## config.mk

```make
export PLATFORM = sky130hd
export DESIGN_NAME = time_src_sched
export DESIGN_NICKNAME = d
export VERILOG_FILES = /design/src/rtl/time_src_sched.sv
export SDC_FILE = /design/constraint.sdc
export NUM_CORES = 1
export LEC_CHECK = 0
export ABC_CLOCK_PERIOD_IN_PS = 11000
export CELL_PAD_IN_SITES_DETAIL_PLACEMENT = 0
export CELL_PAD_IN_SITES_GLOBAL_PLACEMENT = 1
export CORE_MARGIN = 4
export CORE_UTILIZATION = 47
export CTS_BUF_LIST = sky130_fd_sc_hd__clkbuf_4
export DETAILED_ROUTE_END_ITERATION = 12
export HOLD_SLACK_MARGIN = 0.12
export MAX_ROUTING_LAYER = met4
export PLACE_DENSITY = 0.95
export SYNTH_ARGS = -nofsm -noshare
export SYNTH_HDL_FRONTEND = slang
export SYNTH_SLANG_ARGS = --single-unit
export TNS_END_PERCENT = 20
```

## constraint.sdc

```tcl
create_clock -name clk -period 11 [get_ports clk]
set_input_delay 2.2 -clock clk [delete_from_list [all_inputs] [get_ports clk]]
set_output_delay 2.2 -clock clk [all_outputs]
set_load 0.1 [all_outputs]
```

## src/rtl/time_src_sched.sv

```systemverilog
// Time-source scheduler: qualifies IRIG-B seconds, falls back to holdover, free-run or remote
// time, and emits single-cycle load strobes for a downstream second counter.
module time_src_sched #(
  parameter int CLK_HZ      = 125000000,
  parameter int PPS_TIMEOUT = 137500000,
  parameter int LOCK_CNT    = 3,
  parameter int HOLD_MAX    = 60
) (
  input  logic        clk,
  input  logic        rst,
  input  logic        irig_pps,
  input  logic        irig_sec_valid,
  input  logic [31:0] irig_sec,
  input  logic        rm_time_valid,
  input  logic [31:0] rm_time,
  input  logic [1:0]  cfg_mode,
  output logic        load_valid,
  output logic [31:0] load_sec,
  output logic [1:0]  state_o,
  output logic        lock_o,
  output logic [7:0]  hold_sec_o
);

  // Handshake: irig_sec_valid, rm_time_valid and load_valid are one-cycle strobes with no
  // back-pressure; the data beside a strobe is only meaningful in the cycle it is high.

  typedef enum logic [1:0] {
    ST_FREE   = 2'd0,
    ST_QUAL   = 2'd1,
    ST_LOCKED = 2'd2,
    ST_HOLD   = 2'd3
  } state_t;

  localparam int WD_W  = $clog2(PPS_TIMEOUT + 1);
  localparam int DIV_W = (CLK_HZ > 1) ? $clog2(CLK_HZ) : 1;

  localparam logic [WD_W-1:0]  WD_MAX   = WD_W'(PPS_TIMEOUT);
  localparam logic [DIV_W-1:0] DIV_LAST = DIV_W'(CLK_HZ - 1);
  localparam logic [2:0]       LOCK_C   = 3'(LOCK_CNT);
  localparam logic [7:0]       HOLD_C   = 8'(HOLD_MAX);

  state_t            state;
  state_t            state_next;
  logic              pps_q;
  logic              pe;
  logic [WD_W-1:0]   wd;
  logic              irig_lost;
  logic [31:0]       prev_sec;
  logic [2:0]        cc;
  logic [2:0]        cc_next;
  logic              sec_consistent;
  logic              lock_hit;
  logic [DIV_W-1:0]  div;
  logic [7:0]        hold_sec;
  logic              irig_load;
  logic              rm_ok;
  logic              rm_load;

  // PPS edge detect, registered so pe lands on the cycle after the rise.
  always_ff @(posedge clk or posedge rst) begin
    if (rst) begin
      pps_q <= 1'b0;
      pe    <= 1'b0;
    end else begin
      pps_q <= irig_pps;
      pe    <= irig_pps & ~pps_q;
    end
  end

  always_ff @(posedge clk or posedge rst) begin
    if (rst) begin
      wd <= '0;
    end else if (pe) begin
      wd <= '0;
    end else if (wd != WD_MAX) begin
      wd <= wd + 1'b1;
    end
  end

  assign irig_lost      = (wd == WD_MAX);
  assign sec_consistent = (irig_sec == prev_sec + 32'd1);

  always_comb begin
    cc_next = cc;
    if (cfg_mode[1] || irig_lost) begin
      cc_next = 3'd0;
    end else if (irig_sec_valid) begin
      if (sec_consistent) begin
        cc_next = (cc == LOCK_C) ? cc : cc + 3'd1;
      end else begin
        cc_next = 3'd1;
      end
    end
  end

  assign lock_hit = irig_sec_valid && sec_consistent && (cc_next == LOCK_C);

  always_ff @(posedge clk or posedge rst) begin
    if (rst) begin
      cc       <= 3'd0;
      prev_sec <= 32'd0;
    end else begin
      cc <= cc_next;
      if (irig_sec_valid) begin
        prev_sec <= irig_sec;
      end
    end
  end

  // FSM: state register
  always_ff @(posedge clk or posedge rst) begin
    if (rst) begin
      state <= ST_FREE;
    end else begin
      state <= state_next;
    end
  end

  // FSM: next-state logic; loss of PPS outranks a coincident strobe.
  always_comb begin
    state_next = state;
    if (cfg_mode[1]) begin
      state_next = ST_FREE;
    end else begin
      case (state)
        ST_FREE: begin
          if (irig_sec_valid) state_next = ST_QUAL;
        end
        ST_QUAL: begin
          if (irig_lost)     state_next = ST_FREE;
          else if (lock_hit) state_next = ST_LOCKED;
        end
        ST_LOCKED: begin
          if (irig_lost)                             state_next = ST_HOLD;
          else if (irig_sec_valid && !sec_consistent) state_next = ST_QUAL;
        end
        ST_HOLD: begin
          if (irig_sec_valid)         state_next = ST_QUAL;
          else if (hold_sec == HOLD_C) state_next = ST_FREE;
        end
        default: state_next = ST_FREE;
      endcase
    end
  end

  // FSM: outputs and load arbitration (IRIG wins a same-cycle collision).
  always_comb begin
    lock_o    = (state == ST_LOCKED);
    irig_load = 1'b0;
    rm_ok     = 1'b0;
    if (!cfg_mode[1] && !irig_lost && irig_sec_valid && sec_consistent) begin
      irig_load = (state == ST_LOCKED) || ((state == ST_QUAL) && (cc_next == LOCK_C));
    end
    if (cfg_mode == 2'd2) begin
      rm_ok = 1'b1;
    end else if (cfg_mode == 2'd0) begin
      rm_ok = (state == ST_FREE) || (state == ST_HOLD);
    end
    rm_load = rm_time_valid && rm_ok && !irig_load;
  end

  assign state_o    = state;
  assign hold_sec_o = hold_sec;

  // Holdover second counter; cleared on the entry edge and on the exit edge.
  always_ff @(posedge clk or posedge rst) begin
    if (rst) begin
      div      <= '0;
      hold_sec <= 8'd0;
    end else if (state != ST_HOLD || state_next != ST_HOLD) begin
      div      <= '0;
      hold_sec <= 8'd0;
    end else if (div == DIV_LAST) begin
      div      <= '0;
      hold_sec <= (hold_sec == 8'hFF) ? hold_sec : hold_sec + 8'd1;
    end else begin
      div <= div + 1'b1;
    end
  end

  always_ff @(posedge clk or posedge rst) begin
    if (rst) begin
      load_valid <= 1'b0;
      load_sec   <= 32'd0;
    end else begin
      load_valid <= irig_load | rm_load;
      if (irig_load) begin
        load_sec <= irig_sec;
      end else if (rm_load) begin
        load_sec <= rm_time;
      end
    end
  end

endmodule

```

==> metrics.md <==
| Metric | Value |
|---|---|
| Min-delay src | pps_q |
| Reg area | 3380 µm² |
| Hold crit path type | register to register |
| Antenna Violating Nets Remaining | 0 |
| Post-synthesis sequential area ratio | 42.0% |
| Routed wire length | 18.8 mm |
| Post-synth top area share | 42.0% |
| RSZ-0062 raised after global routing | false |
| PortBufs | 114 |
| Vias in the first global route | 6241 |
| Worst skew pair latency | 0.56 ns |
| Num rows | 47 |
| Critical Path RT | 11.40 ns |
| Filler instances | 1515 |
| Drt pass-1 iters | 5 |
| Post-synth EDFFs | 0 |
| Starting Density | 48.2% |
| R2r worst-path depth | 8 |
| Post-CTS Setup Bufs | 0 |
| Total number of vias | 6507 |
| Root buffer cell | clkbuf_4 |
| Final RePlAce weighted congestion | 0.922 |
| Final Skew | 0.0161 ns |
| Drt via density | 5.57 |
| Hold Path End | pe |
| Tcrit/Tclk final | 51.1% |
| Post-DP HPWL | 13.5 mm |
| Netlist cell types | 68 |
| Minimum clock period | 5.62 ns |
| Core ar. | 16700 µm² |
| WP data arrival | 6.02 ns |
| Syn Inst Count | 839 |
| CTS clk-pin slew, worst paths | 0.11 ns |
| Worst Hold Depth | 1 |
| Max Clock Freq | 178 MHz |
| Hold Buf Count CTS | 0 |
| IO Pins | 115 |
| Sink Count | 135 |
| Setup slack, reg-to-reg | 6.93 ns |
| Crit path launch type | input port |
| Initial antenna violation count | 1 |
| GRT Total Usage | 20.3% |
| Setup violators final | 0 |
| Max rail drop VDD | 118 µV |
| Die Span X | 139 µm |
| Slew of the pin with the lowest slew margin | 0.994 ns |
| Crit. End Element | register |
| Synth warn | 0 |
| Die area | 19300 µm² |
| Max Slew Vio Count | 0 |
| PD cells | 181 nW/µm² |
| Status | finished clean |
| Synth Cell Area | 8040 µm² |
| Max-cap violations | 0 |
| Count leader, synth | dfrtp_1 |
| Synth top area cells | dfrtp_1, xnor2_1, mux2i_1 |
| Overflow after GRT | 0 |
| Leakage | 0.00378 µW |
| CTS resizes | 0 |
| First-pass GRT wire length | 31.7 mm |
| Yosys top cell by area | dfrtp_1 |
| Nets@finish | 1017 |
| Largest net degree at the start of global routing | 82 |
| DRT iter0 DRCs | 493 |
| Post-synth top cells | dfrtp_1, nor2_1, nand2_1, xnor2_1, a21oi_1 |
| Post-Syn Area per Cell | 9.59 µm² |
| CTS H-tree lvls | 4 |
| FFs w/ async S/R, synth | 100% |
| Synthesized Nets | 921 |
| Worst reg2reg startpoint | prev_sec[9] |
| Layout cells sized above 1 | 11.0% |
| Crit Path Class | input port to register |
| Layout area overhead | 18.9% |
| CTS tree | built |
| Residual DRC | 0 |
| Register bit total from synthesis | 135 |
| Reg-to-reg endpoint | div[5] |
| Die Y | 139 µm |
| CP Launch Point | irig_sec[27] |
| Routed len/inst | 16.1 µm |
| Multi-input logic area | 4370 µm² |
| TritonCTS Buffers | 17 |
| Setup_tns | 0 ns |
| Fin util | 57.3% |
| Headroom to the max-slew limit | 33.5% |
| Clock Path Buffers | 2 |
| Final hold violation count | 0 |
| Ys flop type | dfrtp_1 |
| CP max FO | 25 |
[stage by stage]
step	total power [µW]	area, µm²	std cells	setup slack [ns]	hold WS (ns)
floorplan	1230	8040	839	5.19	0.378
global placement	1410	9300	1136	4.99	0.384
detailed placement	1420	9300	1136	4.91	0.396
CTS	1740	9560	1167	5.49	0.411
global route	1810	9560	1168	5.02	0.429
finish	1730	9560	1168	5.38	0.406
[per-layer routing]
| layer | GRT usage [%] | share of wire [%] |
|---|---|---|
| met5 | - | 0 |
| met3 | 5.00 | 7.1 |
| met2 | 30.1 | 45 |
| met4 | 3.96 | 0.82 |
| met1 | 28.7 | 47 |
[critical path, stage by stage]
cell and delay, ns:
clkdlybuf4s50_1 0.49, xor2_1 0.21, or4b_1 0.47, a2111oi_0 0.40, nor3_1 0.07, a2111oi_0 0.51
and4bb_1 0.51, a21oi_1 0.18, o21ai_4 0.78, nor3_1 0.16
[state kept, by name, indices dropped and copies added, names as in the netlist]
| name | count |
|---|---|
| load_sec | 32 |
| prev_sec | 32 |
| wd | 28 |
| div | 27 |
| hold_sec_o | 8 |
| cc | 3 |
| state_o | 2 |
| load_valid | 1 |
| pe | 1 |
| pps_q | 1 |
[logic make-up after synthesis]
group | Yosys count | share of synthesized area (%)
buffers and inverters | 68 | 3.90
adder cells (fa/ha/maj) | 11 | 1.71
AND/OR/NAND/NOR | 350 | 24.2
AO/OA/AOI/OAI | 117 | 9.46
flip-flops | 135 | 42.0
XOR/XNOR | 91 | 9.91
multiplexers | 67 | 8.81
[cells in the final DEF (no fill, tap or decap), types with 3 or more instances in the layout]
| cell | count |
|---|---|
| a2111oi_0 | 3 |
| a21oi_1 | 51 |
| a31oi_1 | 6 |
| and2_1 | 4 |
| and3_1 | 19 |
| and4_1 | 6 |
| buf_4 | 4 |
| clkbuf_4 | 20 |
| clkdlybuf4s50_1 | 113 |
| clkinv_2 | 5 |
| dfrtp_1 | 135 |
| ha_1 | 11 |
| inv_1 | 25 |
| mux2_2 | 30 |
| mux2i_1 | 37 |
| nand2_1 | 54 |
| nand2b_1 | 7 |
| nand3_1 | 38 |
| nand4_1 | 24 |
| nand4_2 | 3 |
| nor2_1 | 92 |
| nor2b_1 | 4 |
| nor3_1 | 33 |
| nor3_2 | 20 |
| nor4_1 | 7 |
| nor4b_1 | 6 |
| o211ai_1 | 8 |
| o21ai_0 | 19 |
| o31a_1 | 4 |
| o31ai_1 | 3 |
| or3_1 | 8 |
| or4_1 | 6 |
| xnor2_1 | 54 |
| xor2_1 | 37 |
[power by group]
part	internal (µW)	leakage, µW	switching [µW]	total (µW)
sequential	562	0.00173	59.3	621
clock	138	0.000147	182	320
combinational	219	0.00190	569	788
[worst max-delay path by stage]
stage	endpoint	cells after the start
2_1_floorplan	cc[0]	1
3_3_place_gp	div[6]	10
3_5_place_dp	div[5]	10
4_1_cts	div[5]	10
5_1_grt	div[26]	10
6_report	div[5]	10
[final cells by class]
type	instances	share of cell area (%)
Inverter	27	1.11
Antenna cell	1	0.0262
Timing Repair Buffer	118	12.2
Multi-Input combinational cell	636	45.7
Sequential cell	135	35.3
Clock inverter	11	1.14
Tap cell	220	2.88
Clock buffer	20	1.57
(Power assumes the default switching activity.)
